File: config.mk
export PLATFORM = sky130hd
export DESIGN_NAME = lcd_bus_scheduler
export DESIGN_NICKNAME = d
export VERILOG_FILES = /design/src/rtl/lcd_bus_scheduler.sv
export SDC_FILE = /design/constraint.sdc
export NUM_CORES = 1
export LEC_CHECK = 0
export BUFFER_PORTS_ARGS = -buffer_cell sky130_fd_sc_hd__clkbuf_2
export CAP_MARGIN = 20
export CORE_ASPECT_RATIO = 0.9
export CORE_MARGIN = 3
export CORE_UTILIZATION = 40
export CTS_CLUSTER_SIZE = 20
export DETAILED_ROUTE_END_ITERATION = 12
export PLACE_DENSITY = 0.58
export SLEW_MARGIN = 20
export SYNTH_ARGS = -nofsm -noshare
export SYNTH_HDL_FRONTEND = slang
export SYNTH_SLANG_ARGS = --single-unit
File: constraint.sdc
create_clock -name clk -period 2.95 [get_ports clk]
set_input_delay 0.1475 -clock clk [delete_from_list [all_inputs] [get_ports clk]]
set_output_delay 0.1475 -clock clk [all_outputs]
set_load 0.01 [all_outputs]
File: src/rtl/lcd_bus_scheduler.sv
// HD44780 bus engine: runs the 8-bit power-on init, then serves two
// req/ack writers with round-robin arbitration and counter-based bus timing.
`timescale 1ns/1ps
module lcd_bus_scheduler #(
    parameter int unsigned T_PWRUP = 5000,
    parameter int unsigned T_INIT1 = 205000,
    parameter int unsigned T_INIT2 = 5000,
    parameter int unsigned T_SETUP = 2,
    parameter int unsigned T_EN    = 25,
    parameter int unsigned T_HOLD  = 2,
    parameter int unsigned T_SHORT = 2650,
    parameter int unsigned T_LONG  = 150000
) (
    input  logic       clk,
    input  logic       rst_n,
    input  logic       req_a,
    input  logic       rs_a,
    input  logic [7:0] data_a,
    input  logic       req_b,
    input  logic       rs_b,
    input  logic [7:0] data_b,
    output logic       ack_a,
    output logic       ack_b,
    output logic       init_done,
    output logic       busy,
    output logic       LCD_RS,
    output logic       LCD_RW,
    output logic       LCD_EN,
    output logic [7:0] LCD_DATA
);

    localparam int unsigned CNT_W = 24;
    localparam int unsigned IDX_W = 4;
    localparam logic [IDX_W-1:0] INIT_LEN = IDX_W'(8);

    function automatic logic [CNT_W-1:0] clamp_cnt(input int unsigned t);
        return (t == 0) ? CNT_W'(1) : CNT_W'(t);
    endfunction

    localparam logic [CNT_W-1:0] C_PWRUP = clamp_cnt(T_PWRUP);
    localparam logic [CNT_W-1:0] C_INIT1 = clamp_cnt(T_INIT1);
    localparam logic [CNT_W-1:0] C_INIT2 = clamp_cnt(T_INIT2);
    localparam logic [CNT_W-1:0] C_SETUP = clamp_cnt(T_SETUP);
    localparam logic [CNT_W-1:0] C_EN    = clamp_cnt(T_EN);
    localparam logic [CNT_W-1:0] C_HOLD  = clamp_cnt(T_HOLD);
    localparam logic [CNT_W-1:0] C_SHORT = clamp_cnt(T_SHORT);
    localparam logic [CNT_W-1:0] C_LONG  = clamp_cnt(T_LONG);

    typedef enum logic [2:0] {
        S_PWRUP, S_INIT_LOAD, S_SETUP, S_EN_HI, S_HOLD, S_WAIT, S_IDLE
    } state_t;

    typedef enum logic {GRANT_A, GRANT_B} grant_t;

    // Init table entry: {byte, post-write wait}
    function automatic logic [8+CNT_W-1:0] init_entry(input logic [2:0] idx);
        case (idx)
            3'd0:    return {8'h30, C_INIT1};
            3'd1:    return {8'h30, C_INIT2};
            3'd2:    return {8'h30, C_SHORT};
            3'd3:    return {8'h38, C_SHORT};
            3'd4:    return {8'h08, C_SHORT};
            3'd5:    return {8'h01, C_LONG};
            3'd6:    return {8'h06, C_SHORT};
            default: return {8'h0C, C_SHORT};
        endcase
    endfunction

    // Clear (0x01) and home (0x02/0x03) need the long execution time
    function automatic logic [CNT_W-1:0] user_wait(input logic rs, input logic [7:0] d);
        return (!rs && d[7:2] == 6'd0 && d != 8'd0) ? C_LONG : C_SHORT;
    endfunction

    state_t             state, state_nxt;
    grant_t             last_grant, lg_nxt;
    logic [CNT_W-1:0]   cnt, cnt_nxt;
    logic [CNT_W-1:0]   wait_cnt, wait_nxt;
    logic [IDX_W-1:0]   init_idx, idx_nxt;
    logic               rs_nxt, en_nxt, ack_a_nxt, ack_b_nxt, done_nxt, busy_nxt;
    logic [7:0]         data_nxt;
    logic               take_a, take_b;

    assign LCD_RW = 1'b0;

    always_ff @(posedge clk or negedge rst_n) begin
        if (!rst_n) begin
            state      <= S_PWRUP;
            cnt        <= C_PWRUP;
            wait_cnt   <= C_SHORT;
            init_idx   <= '0;
            last_grant <= GRANT_B;
            LCD_RS     <= 1'b0;
            LCD_EN     <= 1'b0;
            LCD_DATA   <= 8'h00;
            ack_a      <= 1'b0;
            ack_b      <= 1'b0;
            init_done  <= 1'b0;
            busy       <= 1'b1;
        end else begin
            state      <= state_nxt;
            cnt        <= cnt_nxt;
            wait_cnt   <= wait_nxt;
            init_idx   <= idx_nxt;
            last_grant <= lg_nxt;
            LCD_RS     <= rs_nxt;
            LCD_EN     <= en_nxt;
            LCD_DATA   <= data_nxt;
            ack_a      <= ack_a_nxt;
            ack_b      <= ack_b_nxt;
            init_done  <= done_nxt;
            busy       <= busy_nxt;
        end
    end

    // Next-state, counter and registered-output logic
    always_comb begin
        state_nxt = state;
        cnt_nxt   = cnt;
        wait_nxt  = wait_cnt;
        idx_nxt   = init_idx;
        lg_nxt    = last_grant;
        rs_nxt    = LCD_RS;
        data_nxt  = LCD_DATA;
        ack_a_nxt = 1'b0;
        ack_b_nxt = 1'b0;
        done_nxt  = init_done;
        take_a    = 1'b0;
        take_b    = 1'b0;

        case (state)
            S_PWRUP: begin
                if (cnt > CNT_W'(1)) cnt_nxt = cnt - CNT_W'(1);
                else                 state_nxt = S_INIT_LOAD;
            end
            S_INIT_LOAD: begin
                {data_nxt, wait_nxt} = init_entry(init_idx[2:0]);
                rs_nxt    = 1'b0;
                idx_nxt   = init_idx + IDX_W'(1);
                cnt_nxt   = C_SETUP;
                state_nxt = S_SETUP;
            end
            S_SETUP: begin
                if (cnt > CNT_W'(1)) cnt_nxt = cnt - CNT_W'(1);
                else begin
                    cnt_nxt   = C_EN;
                    state_nxt = S_EN_HI;
                end
            end
            S_EN_HI: begin
                if (cnt > CNT_W'(1)) cnt_nxt = cnt - CNT_W'(1);
                else begin
                    cnt_nxt   = C_HOLD;
                    state_nxt = S_HOLD;
                end
            end
            S_HOLD: begin
                if (cnt > CNT_W'(1)) cnt_nxt = cnt - CNT_W'(1);
                else begin
                    cnt_nxt   = wait_cnt;
                    state_nxt = S_WAIT;
                end
            end
            S_WAIT: begin
                if (cnt > CNT_W'(1)) cnt_nxt = cnt - CNT_W'(1);
                else if (init_done || init_idx == INIT_LEN) begin
                    done_nxt  = 1'b1;
                    state_nxt = S_IDLE;
                end else begin
                    state_nxt = S_INIT_LOAD;
                end
            end
            S_IDLE: begin
                // On contention the requester not served last wins
                take_a = init_done && req_a && (!req_b || last_grant == GRANT_B);
                take_b = init_done && req_b && !take_a;
                if (take_a || take_b) begin
                    rs_nxt    = take_a ? rs_a : rs_b;
                    data_nxt  = take_a ? data_a : data_b;
                    wait_nxt  = user_wait(rs_nxt, data_nxt);
                    ack_a_nxt = take_a;
                    ack_b_nxt = take_b;
                    lg_nxt    = take_a ? GRANT_A : GRANT_B;
                    cnt_nxt   = C_SETUP;
                    state_nxt = S_SETUP;
                end
            end
            default: begin
                state_nxt = S_PWRUP;
                cnt_nxt   = C_PWRUP;
            end
        endcase

        en_nxt   = (state_nxt == S_EN_HI);
        busy_nxt = (state_nxt != S_IDLE);
    end

endmodule

==> results of run 1 <==
worst max-delay path, stage by stage (launching register included):
cell and delay [ns]:
sky130_fd_sc_hd__dfrtp_1 0.47, sky130_fd_sc_hd__inv_1 0.10, sky130_fd_sc_hd__ha_1 0.33, sky130_fd_sc_hd__o2111ai_4 0.34
sky130_fd_sc_hd__nor4_4 0.09, sky130_fd_sc_hd__o21ai_0 0.67, sky130_fd_sc_hd__o211ai_1 0.20, sky130_fd_sc_hd__a221oi_1 0.35
area by class of cell:
type	count	share of cell area
inverters	18	0.01600
clock buffers	11	0.03349
flip-flops and latches	57	0.3414
repair buffers	55	0.07765
clock inverters	5	0.007410
multi-input cells	324	0.4887
well taps	119	0.03527
cells in the mapped netlist, types with 4 or more instances:
master                     count  area share
sky130_fd_sc_hd__a32oi_1       5       0.012
sky130_fd_sc_hd__nand2_1      45       0.046
sky130_fd_sc_hd__mux2i_1       9       0.025
sky130_fd_sc_hd__nand3b_1      4      0.0082
sky130_fd_sc_hd__dfrtp_1      45        0.31
sky130_fd_sc_hd__o211ai_1      8       0.016
sky130_fd_sc_hd__a211oi_1     11       0.022
sky130_fd_sc_hd__buf_2         6      0.0082
sky130_fd_sc_hd__a21o_1        7       0.014
sky130_fd_sc_hd__nor4_1       10       0.017
sky130_fd_sc_hd__o31ai_1      10       0.020
sky130_fd_sc_hd__o21ai_0      31       0.042
sky130_fd_sc_hd__a221oi_1      4      0.0095
sky130_fd_sc_hd__nor2_1       39       0.040
sky130_fd_sc_hd__nor3_1       20       0.027
sky130_fd_sc_hd__ha_1          7       0.024
sky130_fd_sc_hd__nand3_1      13       0.018
sky130_fd_sc_hd__dfstp_2      12       0.086
sky130_fd_sc_hd__a21oi_1      25       0.034
sky130_fd_sc_hd__xnor2_1       4      0.0095
sky130_fd_sc_hd__clkbuf_1     14       0.014
sky130_fd_sc_hd__inv_1        18       0.018
sky130_fd_sc_hd__a211o_1       4      0.0095
sky130_fd_sc_hd__a31oi_1       5      0.0085
power groups by stage:
| stage | clock (mW) | sequential, mW | combinational (mW) |
|---|---|---|---|
| after floorplan | 0 | 0.797 | 0.00766 |
| after global routing | 0.709 | 0.782 | 0.0505 |
| final | 0.661 | 0.782 | 0.0434 |
| after CTS | 0.679 | 0.782 | 0.0455 |
| after global placement | 0 | 0.796 | 0.0436 |
| after detailed placement | 0 | 0.796 | 0.0441 |
flip-flops by register name, indices dropped and copies added (netlist names):
signal,cells
wait_cnt,11
ack_a,1
cnt,24
init_done,1
LCD_RS,1
last_grant,1
busy,1
LCD_DATA,8
state,3
LCD_EN,1
ack_b,1
init_idx,4
cell families (layout without fill, tap and decap cells):
family,after synthesis,count (layout),share of synthesized area
flip-flops,57,57,0.3924
buffers and inverters,41,89,0.04598
XOR/XNOR,4,4,0.009536
AND/OR/NAND/NOR,161,161,0.2302
AO/OA/AOI/OAI,140,140,0.2667
other,1,1,0.001021
adder cells (fa/ha/maj),8,8,0.02657
multiplexers,10,10,0.02759
timing repair:
item,CTS,global route
gates resized for setup,0,0
endpoints found under the hold margin,15,0
setup endpoints to repair,0,0
hold buffers,1,0
worst max path at each step:
stage	startpoint	endpoint	slack, ns
2_1_floorplan	cnt[0]	cnt[4]	0.56
3_3_place_gp	cnt[0]	cnt[12]	0.34
3_5_place_dp	cnt[0]	cnt[12]	0.36
4_1_cts	cnt[0]	cnt[12]	0.33
5_1_grt	cnt[0]	cnt[12]	0.05
6_report	cnt[0]	cnt[12]	0.28
metrics by stage:
step	util	instances
2_1_floorplan	-	422
3_3_place_gp	0.4606	572
3_5_place_dp	0.4606	572
4_1_cts	0.4815	589
5_1_grt	0.4815	589
6_report	0.4815	589
routing by layer:
layer  up-vias  track usage
li1       1672            -
met1      1670       0.3192
met2       147       0.3112
met3        15      0.03602
met4         0      0.06686
met5         -            0
==> summary.txt, run 1 <==
Routing
  • Per-cell routed wire length: 18.06 um
  • Uppermost signal routing layer after detailed routing: met4
  • Length of routed wiring on met1: 5.087 mm
  • TritonRoute pass-1 iters: 5
  • Remaining routing DRC violations: 0
  • Total length of routed met3 wires: 646 um
  • Routed wire length: 10.64 mm
  • Vias per cell: 5.949
  • Routed wire length on met2: 4.726 mm
  • Final antenna-violating net count: 0
  • First-iteration detailed-routing DRC count: 194
  • Number of vias in the routed layout: 3504

Pwr
  • Leakage power of the design: 1.804 nW
  • IR Drop Worst-Case VDD: 0.2124 mV
  • Psw: 364.1 uW
  • Clk network pwr share: 0.445
  • Sequential share of power: 0.526
  • Internal power contribution: 1.123 mW
  • Areal power density over the cells: 352.2 mW/mm^2
  • Overall power consumption: 1.487 mW
  • Portion of total power attributed to combinational logic: 0.029
  • Switching part of the total power: 0.2449

Logic synthesis
  • Count of flip-flops with a built-in enable after synthesis: 0
  • Post-synth ARST share: 1.000
  • Nets in the synthesized netlist: 451
  • Top_reg_cell synth: sky130_fd_sc_hd__dfrtp_1
  • Avg Synthesized Cell Area: 8.705 um^2
  • Post-Syn Instances: 422
  • Cell variety after synth: 66
  • Synth Cell Area: 0.003674 mm^2
  • Proportion of synthesized chip area in sequential cells: 0.3924
  • Flip-flop and latch count after synthesis: 57
  • Yosys warnings: 0

Final layout
  • Sequential standard cell area: 0.001441 mm^2
  • Diode count: 0
  • Post-layout nets: 494
  • Summed area of non-filler cells in the final layout: 0.004222 mm^2
  • Share of final-layout standard cells stronger than drive strength 1: 0.2106
  • Area Overhead vs Synth: 14.92%
  • Combined area of the multi-input logic cells: 0.002063 mm^2
  • Top library cells by usage in the layout, fill and taps aside: sky130_fd_sc_hd__dfrtp_1, sky130_fd_sc_hd__nand2_1, sky130_fd_sc_hd__nor2_1
  • Layout filler cell count: 838

Min path
  • Number of instances on the worst hold path: 3
  • Worst hold path endpoint: ack_b
  • Min-delay worst type: input pin to flip-flop
  • Hold path startpoint: req_b

Setup path
  • Required time worst endpoint: 3.19 ns
  • CP arrival: 2.91 ns
  • Highest net fanout along the worst path: 8
  • Startpoint kind of the worst setup timing path: flip-flop
  • Sort of element at the end of the critical path: flip-flop
  • Reg-to-reg critical path startpoint: cnt[0]
  • Depth of the most critical reg-to-reg path: 7
  • Worst setup path category: flip-flop to flip-flop
  • Critical R2R Capture: cnt[12]
  • Worst R2R Setup Slack: 0.28 ns

Global route
  • Antenna violations before repair: 0
  • Aggregate global-route resource usage: 0.2129
  • First-pass GRT wire length: 17.55 mm
  • Maximum number of pins on one net before global-route repair: 25
  • Vias in the first global route: 3358
  • Overall overflow remaining after global route: 0

STA
  • Worst max-slew margin expressed relative to the limit: 0.4409
  • Setup violations, final: 0
  • Min Clock Period, post-route: 2.669 ns
  • Final Max Slew Viols: 0
  • RSZ-0062 raised after global routing: false
  • Final setup skew: 0.007672 ns
  • Count of final hold-check violations: 0
  • Fmax: 374.6 MHz
  • Smallest hold slack: 0.06570 ns
  • Worst-case setup margin in the final layout: 0.2807 ns
  • Final cycle utilization of the critical path: 0.9049
  • Setup TNS: 0 ns
  • Slew of the pin with the lowest slew margin: 0.8299 ns

CTS
  • Clk buf depth: 2
  • Clock Pin Slew Worst Setup and Hold Paths: 0.07 ns
  • TritonCTS sink count: 57
  • Skew-Pair Late Insertion Delay: 0.35 ns
  • # H-tree levels: 3
  • Clock root buffer: sky130_fd_sc_hd__clkbuf_8
  • Number of buffers created by CTS: 9
  • Setup repair bufs after CTS: 0
  • Clock tree from TritonCTS: yes

Placed design
  • HPWL after detailed placement: 7.839 mm
  • # port buffers: 35
  • Placed cell area: 0.004039 mm^2
  • RD Place Congestion: 0.9408
  • Post-placement setup slack: 0.3606 ns

Floorplanning
  • DIE WIDTH: 107.0 um
  • Initial core utilization: 0.4189
  • Die area: 0.01037 mm^2
  • Die height: 96.92 um
  • Total core area: 0.008768 mm^2
  • Top-level I/O count: 37
  • Cell row count: 32

Run status
  • Result of the run: completed

Run
  • Maximum capacitance violations: 0
Power figures use the tool's default switching activity.
==> run 2, diff against run 1 <==
- BUFFER_PORTS_ARGS: -buffer_cell sky130_fd_sc_hd__clkbuf_2 -> unset
- CTS_BUF_LIST: unset -> sky130_fd_sc_hd__clkbuf_4 sky130_fd_sc_hd__clkbuf_8 sky130_fd_sc_hd__clkbuf_16
- DONT_BUFFER_PORTS: unset -> 1
- PLACE_DENSITY: 0.58 -> 0.54
==> run 2 against run 1 <==
  * Critical endpoint unchanged
  * Setup slack better by 0.078 ns
  * Clock power is 14% higher
  * Sequential power about the same
  * Critical path depth unchanged
  * Count of clock-buffer cells in the layout unchanged
  * First-iteration DRC count grew 38%
  * Worst hold slack got worse by 0.047 ns
  * Clock skew increased by 0.0022 ns
==> summary.txt, run 2 (synthesis results as in run 1) <==
STA
  • Worst-case setup margin in the final layout: 0.3584 ns
  • Count of final hold-check violations: 0
  • Min Clock Period, post-route: 2.592 ns
  • Setup TNS: 0 ns
  • Slew of the pin with the lowest slew margin: 0.9567 ns
  • Final cycle utilization of the critical path: 0.8785
  • Fmax: 385.9 MHz
  • Final Max Slew Viols: 0
  • Worst max-slew margin expressed relative to the limit: 0.3594
  • RSZ-0062 raised after global routing: false
  • Smallest hold slack: 0.01855 ns
  • Final setup skew: 0.009920 ns
  • Setup violations, final: 0

CTS
  • Skew-Pair Late Insertion Delay: 0.34 ns
  • Clock tree from TritonCTS: yes
  • Clock root buffer: sky130_fd_sc_hd__clkbuf_8
  • # H-tree levels: 3
  • Clock Pin Slew Worst Setup and Hold Paths: 0.07 ns
  • Setup repair bufs after CTS: 0
  • TritonCTS sink count: 57
  • Number of buffers created by CTS: 9
  • Clk buf depth: 2

Setup path
  • Startpoint kind of the worst setup timing path: flip-flop
  • Depth of the most critical reg-to-reg path: 7
  • Crit-path slowest cell: sky130_fd_sc_hd__o21ai_0
  • CP arrival: 2.82 ns
  • Reg-to-reg critical path startpoint: cnt[0]
  • Cells traversed along the worst timing path: inv_1 > ha_1 > o2111ai_4 > nor4_4 > o21ai_0 > o211ai_1 > a221oi_1
  • Worst R2R Setup Slack: 0.36 ns
  • Sort of element at the end of the critical path: flip-flop
  • Required time worst endpoint: 3.18 ns
  • Critical path's largest stage delay: 0.67 ns
  • Highest net fanout along the worst path: 8
  • Critical R2R Capture: cnt[12]
  • Startpoint of the worst setup timing path: cnt[0]
  • Worst setup path category: flip-flop to flip-flop
  • Critical path endpoint: cnt[12]

Pwr
  • IR Drop Worst-Case VDD: 0.2207 mV
  • Leakage power of the design: 1.678 nW
  • Areal power density over the cells: 381.8 mW/mm^2
  • Overall power consumption: 1.567 mW

Floorplanning
  • Die height: 96.92 um
  • Cell row count: 32
  • Total core area: 0.008768 mm^2
  • Die area: 0.01037 mm^2
  • Top-level I/O count: 37
  • Initial core utilization: 0.4189
  • DIE WIDTH: 107.0 um

Final layout
  • Post-layout util: 0.4682
  • Top library cells by usage in the layout, fill and taps aside: sky130_fd_sc_hd__dfrtp_1, sky130_fd_sc_hd__nand2_1, sky130_fd_sc_hd__nor2_1
  • Post-layout nets: 460
  • Diode count: 0
  • Sequential standard cell area: 0.001441 mm^2
  • Layout filler cell count: 862
  • Combined area of the multi-input logic cells: 0.002063 mm^2
  • Area Overhead vs Synth: 11.75%
  • Summed area of non-filler cells in the final layout: 0.004105 mm^2
  • Share of final-layout standard cells stronger than drive strength 1: 0.1491
  • Largest register by flop count: cnt
  • Number of flip-flops in the largest register: 24
  • Registers with the highest flip-flop counts: cnt x24, wait_cnt x11, LCD_DATA x8
  • Post-layout instance count excluding filler cells: 555

Global route
  • Vias in the first global route: 3256
  • Overall overflow remaining after global route: 0
  • First-pass GRT wire length: 18.37 mm
  • Maximum number of pins on one net before global-route repair: 58
  • Antenna violations before repair: 0
  • Aggregate global-route resource usage: 0.2252

Routing
  • Remaining routing DRC violations: 0
  • Number of vias in the routed layout: 3434
  • TritonRoute pass-1 iters: 4
  • Final antenna-violating net count: 0
  • Routed wire length: 11.34 mm
  • Per-cell routed wire length: 20.44 um
  • First-iteration detailed-routing DRC count: 268
  • Vias per cell: 6.187

Placed design
  • HPWL after detailed placement: 8.129 mm
  • Placed cell area: 0.003856 mm^2
  • Post-placement setup slack: 0.4172 ns
  • # port buffers: 0
  • RD Place Congestion: 0.9106
  • Count of placed standard cells including taps: 536

Run status
  • Result of the run: completed

Run
  • Maximum capacitance violations: 0

Min path
  • Min-delay worst type: input pin to flip-flop
  • Number of instances on the worst hold path: 2
  • Hold path startpoint: data_a[6]
run 2: changes by cell type in the layout (fill, tap and decap cells not counted), sizes merged:
cell	previous run	this run
bufinv	0	1
dlygate4sd3	1	2
clkbuf	46	11
clkinv	4	3
run 2: timing repair:
item / 4_1_cts / 5_1_grt
setup endpoints to repair: 0 / 0
gates resized for setup: 0 / 0
hold buffers: 3 / 0
hold endpoints to repair: 58 / 0
run 2: where the power goes:
group | switching [mW] | internal [mW] | leakage (nW) | total, mW
combinational | 0.0213 | 0.00958 | 0.926 | 0.0309
clock | 0.333 | 0.421 | 0.103 | 0.754
sequential | 0 | 0.782 | 0.649 | 0.782
run 2: cell type report:
type	count	area share
clock buffers	11	0.03536
well taps	119	0.03627
inverters	18	0.01646
multi-input cells	324	0.5026
clock inverters	5	0.01372
flip-flops and latches	57	0.3511
repair buffers	21	0.04450
run 2: routing by layer:
metal | part of all wire | vias up | track usage
li1 | - | 1605 | -
met1 | 0.50 | 1696 | 0.3566
met2 | 0.44 | 121 | 0.3132
met3 | 0.053 | 12 | 0.03869
met4 | 0.0095 | 0 | 0.05605
met5 | 0 | - | 0
run 2: worst min-delay path by stage:
| stage | end | slack [ns] |
|---|---|---|
| finish | LCD_DATA[6] | 0.02 |
| global route | LCD_DATA[6] | 0.06 |
| CTS | LCD_DATA[6] | 0.005 |
| detailed placement | init_done | -0.15 |
| global placement | ack_b | -0.15 |
| floorplan | LCD_DATA[0] | -0.15 |
run 2: worst max-delay path: cells and delay by family (launching register included):
family / cells / cell delay [ns]
AO/OA/AOI/OAI: 4 / 1.52
adder cells (fa/ha/maj): 1 / 0.35
buffers and inverters: 1 / 0.09
flip-flops: 1 / 0.48
AND/OR/NAND/NOR: 1 / 0.06
==> run 3, diff against run 2 <==
- REMOVE_ABC_BUFFERS: unset -> 1
==> run 3 against run 2 <==
  * Worst hold slack lost 0.00065 ns
  * Final area fell by 0.30%
  * Combinational power fell by 1%
  * Critical endpoint unchanged
  * Largest power group unchanged
==> summary.txt, run 3 (synthesis results as in run 1) <==
Final layout
  • Share of final-layout standard cells stronger than drive strength 1: 0.1471
  • Diode count: 0
  • Largest register by flop count: cnt
  • Post-layout util: 0.4668
  • Top library cells by usage in the layout, fill and taps aside: sky130_fd_sc_hd__dfrtp_1, sky130_fd_sc_hd__nand2_1, sky130_fd_sc_hd__nor2_1
  • Area Overhead vs Synth: 11.41%
  • Post-layout nets: 459
  • Layout filler cell count: 854
  • Number of flip-flops in the largest register: 24
  • Registers with the highest flip-flop counts: cnt x24, wait_cnt x11, LCD_DATA x8

STA
  • Setup violations, final: 0
  • RSZ-0062 raised after global routing: false
  • Worst-case setup margin in the final layout: 0.2322 ns
  • Count of final hold-check violations: 0
  • Worst max-slew margin expressed relative to the limit: 0.4424
  • Setup TNS: 0 ns
  • Min Clock Period, post-route: 2.718 ns
  • Final setup skew: 0.008296 ns
  • Slew of the pin with the lowest slew margin: 0.8277 ns
  • Final Max Slew Viols: 0
  • Fmax: 368.0 MHz
  • Final cycle utilization of the critical path: 0.9213

Global route
  • Overall overflow remaining after global route: 0
  • Antenna violations before repair: 0
  • First-pass GRT wire length: 17.84 mm
  • Aggregate global-route resource usage: 0.2191
  • Maximum number of pins on one net before global-route repair: 58
  • Vias in the first global route: 3308

Setup path
  • Startpoint kind of the worst setup timing path: flip-flop
  • Highest net fanout along the worst path: 8
  • Worst R2R Setup Slack: 0.23 ns
  • Depth of the most critical reg-to-reg path: 8
  • Sort of element at the end of the critical path: flip-flop
  • CP arrival: 2.97 ns
  • Reg-to-reg critical path startpoint: cnt[0]
  • Required time worst endpoint: 3.21 ns
  • Worst setup path category: flip-flop to flip-flop
  • Critical R2R Capture: cnt[12]
  • Startpoint of the worst setup timing path: cnt[0]

Routing
  • Final antenna-violating net count: 0
  • Vias per cell: 6.114
  • TritonRoute pass-1 iters: 6
  • First-iteration detailed-routing DRC count: 204
  • Remaining routing DRC violations: 0
  • Number of vias in the routed layout: 3387
  • Per-cell routed wire length: 19.57 um
  • Routed wire length: 10.84 mm

Pwr
  • Leakage power of the design: 1.678 nW
  • Areal power density over the cells: 376.6 mW/mm^2
  • IR Drop Worst-Case VDD: 0.1971 mV

CTS
  • # H-tree levels: 3
  • Clk buf depth: 2
  • Clock tree from TritonCTS: yes
  • Number of resized instances in the post-cts repair step: 0
  • TritonCTS sink count: 57
  • Clock root buffer: sky130_fd_sc_hd__clkbuf_8
  • Number of buffers created by CTS: 9
  • Skew-Pair Late Insertion Delay: 0.35 ns
  • Setup repair bufs after CTS: 0
  • Clock Pin Slew Worst Setup and Hold Paths: 0.07 ns
  • Hold buffer count at cts: 3

Floorplanning
  • Die area: 0.01037 mm^2
  • Initial core utilization: 0.4189
  • Cell row count: 32
  • Die height: 96.92 um
  • Top-level I/O count: 37
  • DIE WIDTH: 107.0 um
  • Total core area: 0.008768 mm^2

Min path
  • Hold path startpoint: data_a[6]
  • Number of instances on the worst hold path: 2
  • Worst hold path endpoint: LCD_DATA[6]
  • Min-delay worst type: input pin to flip-flop

Placed design
  • # port buffers: 0
  • HPWL after detailed placement: 7.753 mm
  • Post-placement setup slack: 0.3567 ns
  • RD Place Congestion: 0.8934

Run
  • Maximum capacitance violations: 0

Run status
  • Result of the run: completed
## run 3: where the power goes
part,total [mW],internal [mW],switching [mW]
Sequential,0.782,0.782,0
Clock,0.729,0.404,0.325
Combinational,0.0305,0.00958,0.0209
Total,1.54,1.20,0.346
## run 3: cell type report
class,count,area (um^2),share of cell area
flip-flops and latches,57,1441,0.3522
inverters,18,67.56,0.01651
clock inverters,2,10.01,0.002446
well taps,119,148.9,0.03638
multi-input cells,324,2063,0.5041
repair buffers,20,175.2,0.04280
clock buffers,14,186.4,0.04555
## run 3: critical path, stage by stage (launching register included)
cell	delay [ns]
sky130_fd_sc_hd__dfrtp_1	0.46
sky130_fd_sc_hd__inv_1	0.10
sky130_fd_sc_hd__ha_1	0.34
sky130_fd_sc_hd__o2111ai_4	0.33
sky130_fd_sc_hd__nor4_4	0.05
sky130_fd_sc_hd__buf_4	0.18
sky130_fd_sc_hd__o21ai_0	0.65
sky130_fd_sc_hd__o211ai_1	0.20
sky130_fd_sc_hd__a221oi_1	0.32
## run 3: how the worst max path moves through the flow
stage	to	slack [ns]	depth (start not counted)
floorplan	cnt[4]	0.33	6
global placement	cnt[14]	0.38	6
detailed placement	cnt[12]	0.36	8
CTS	cnt[14]	0.33	6
global route	cnt[12]	0.09	8
finish	cnt[12]	0.23	8
## run 3: metal layers
metal / wire [um] / vias to the layer above / global-route usage
met2: 4891 / 127 / 0.3156
met1: 5140 / 1647 / 0.3210
met4: 155 / 0 / 0.06785
li1: - / 1599 / -
met3: 655 / 14 / 0.05537
met5: 0 / - / 0
## run 3: stage by stage
step	instance area (um^2)	hold slack (ns)	power, mW	cells
finish	4093	0.01789	1.541	554
global route	4093	0.05881	1.602	554
CTS	4093	0.004841	1.566	554
detailed placement	3849	-0.1462	0.8054	535
global placement	3849	-0.1469	0.8052	535
floorplan	3572	-0.1481	0.8032	399
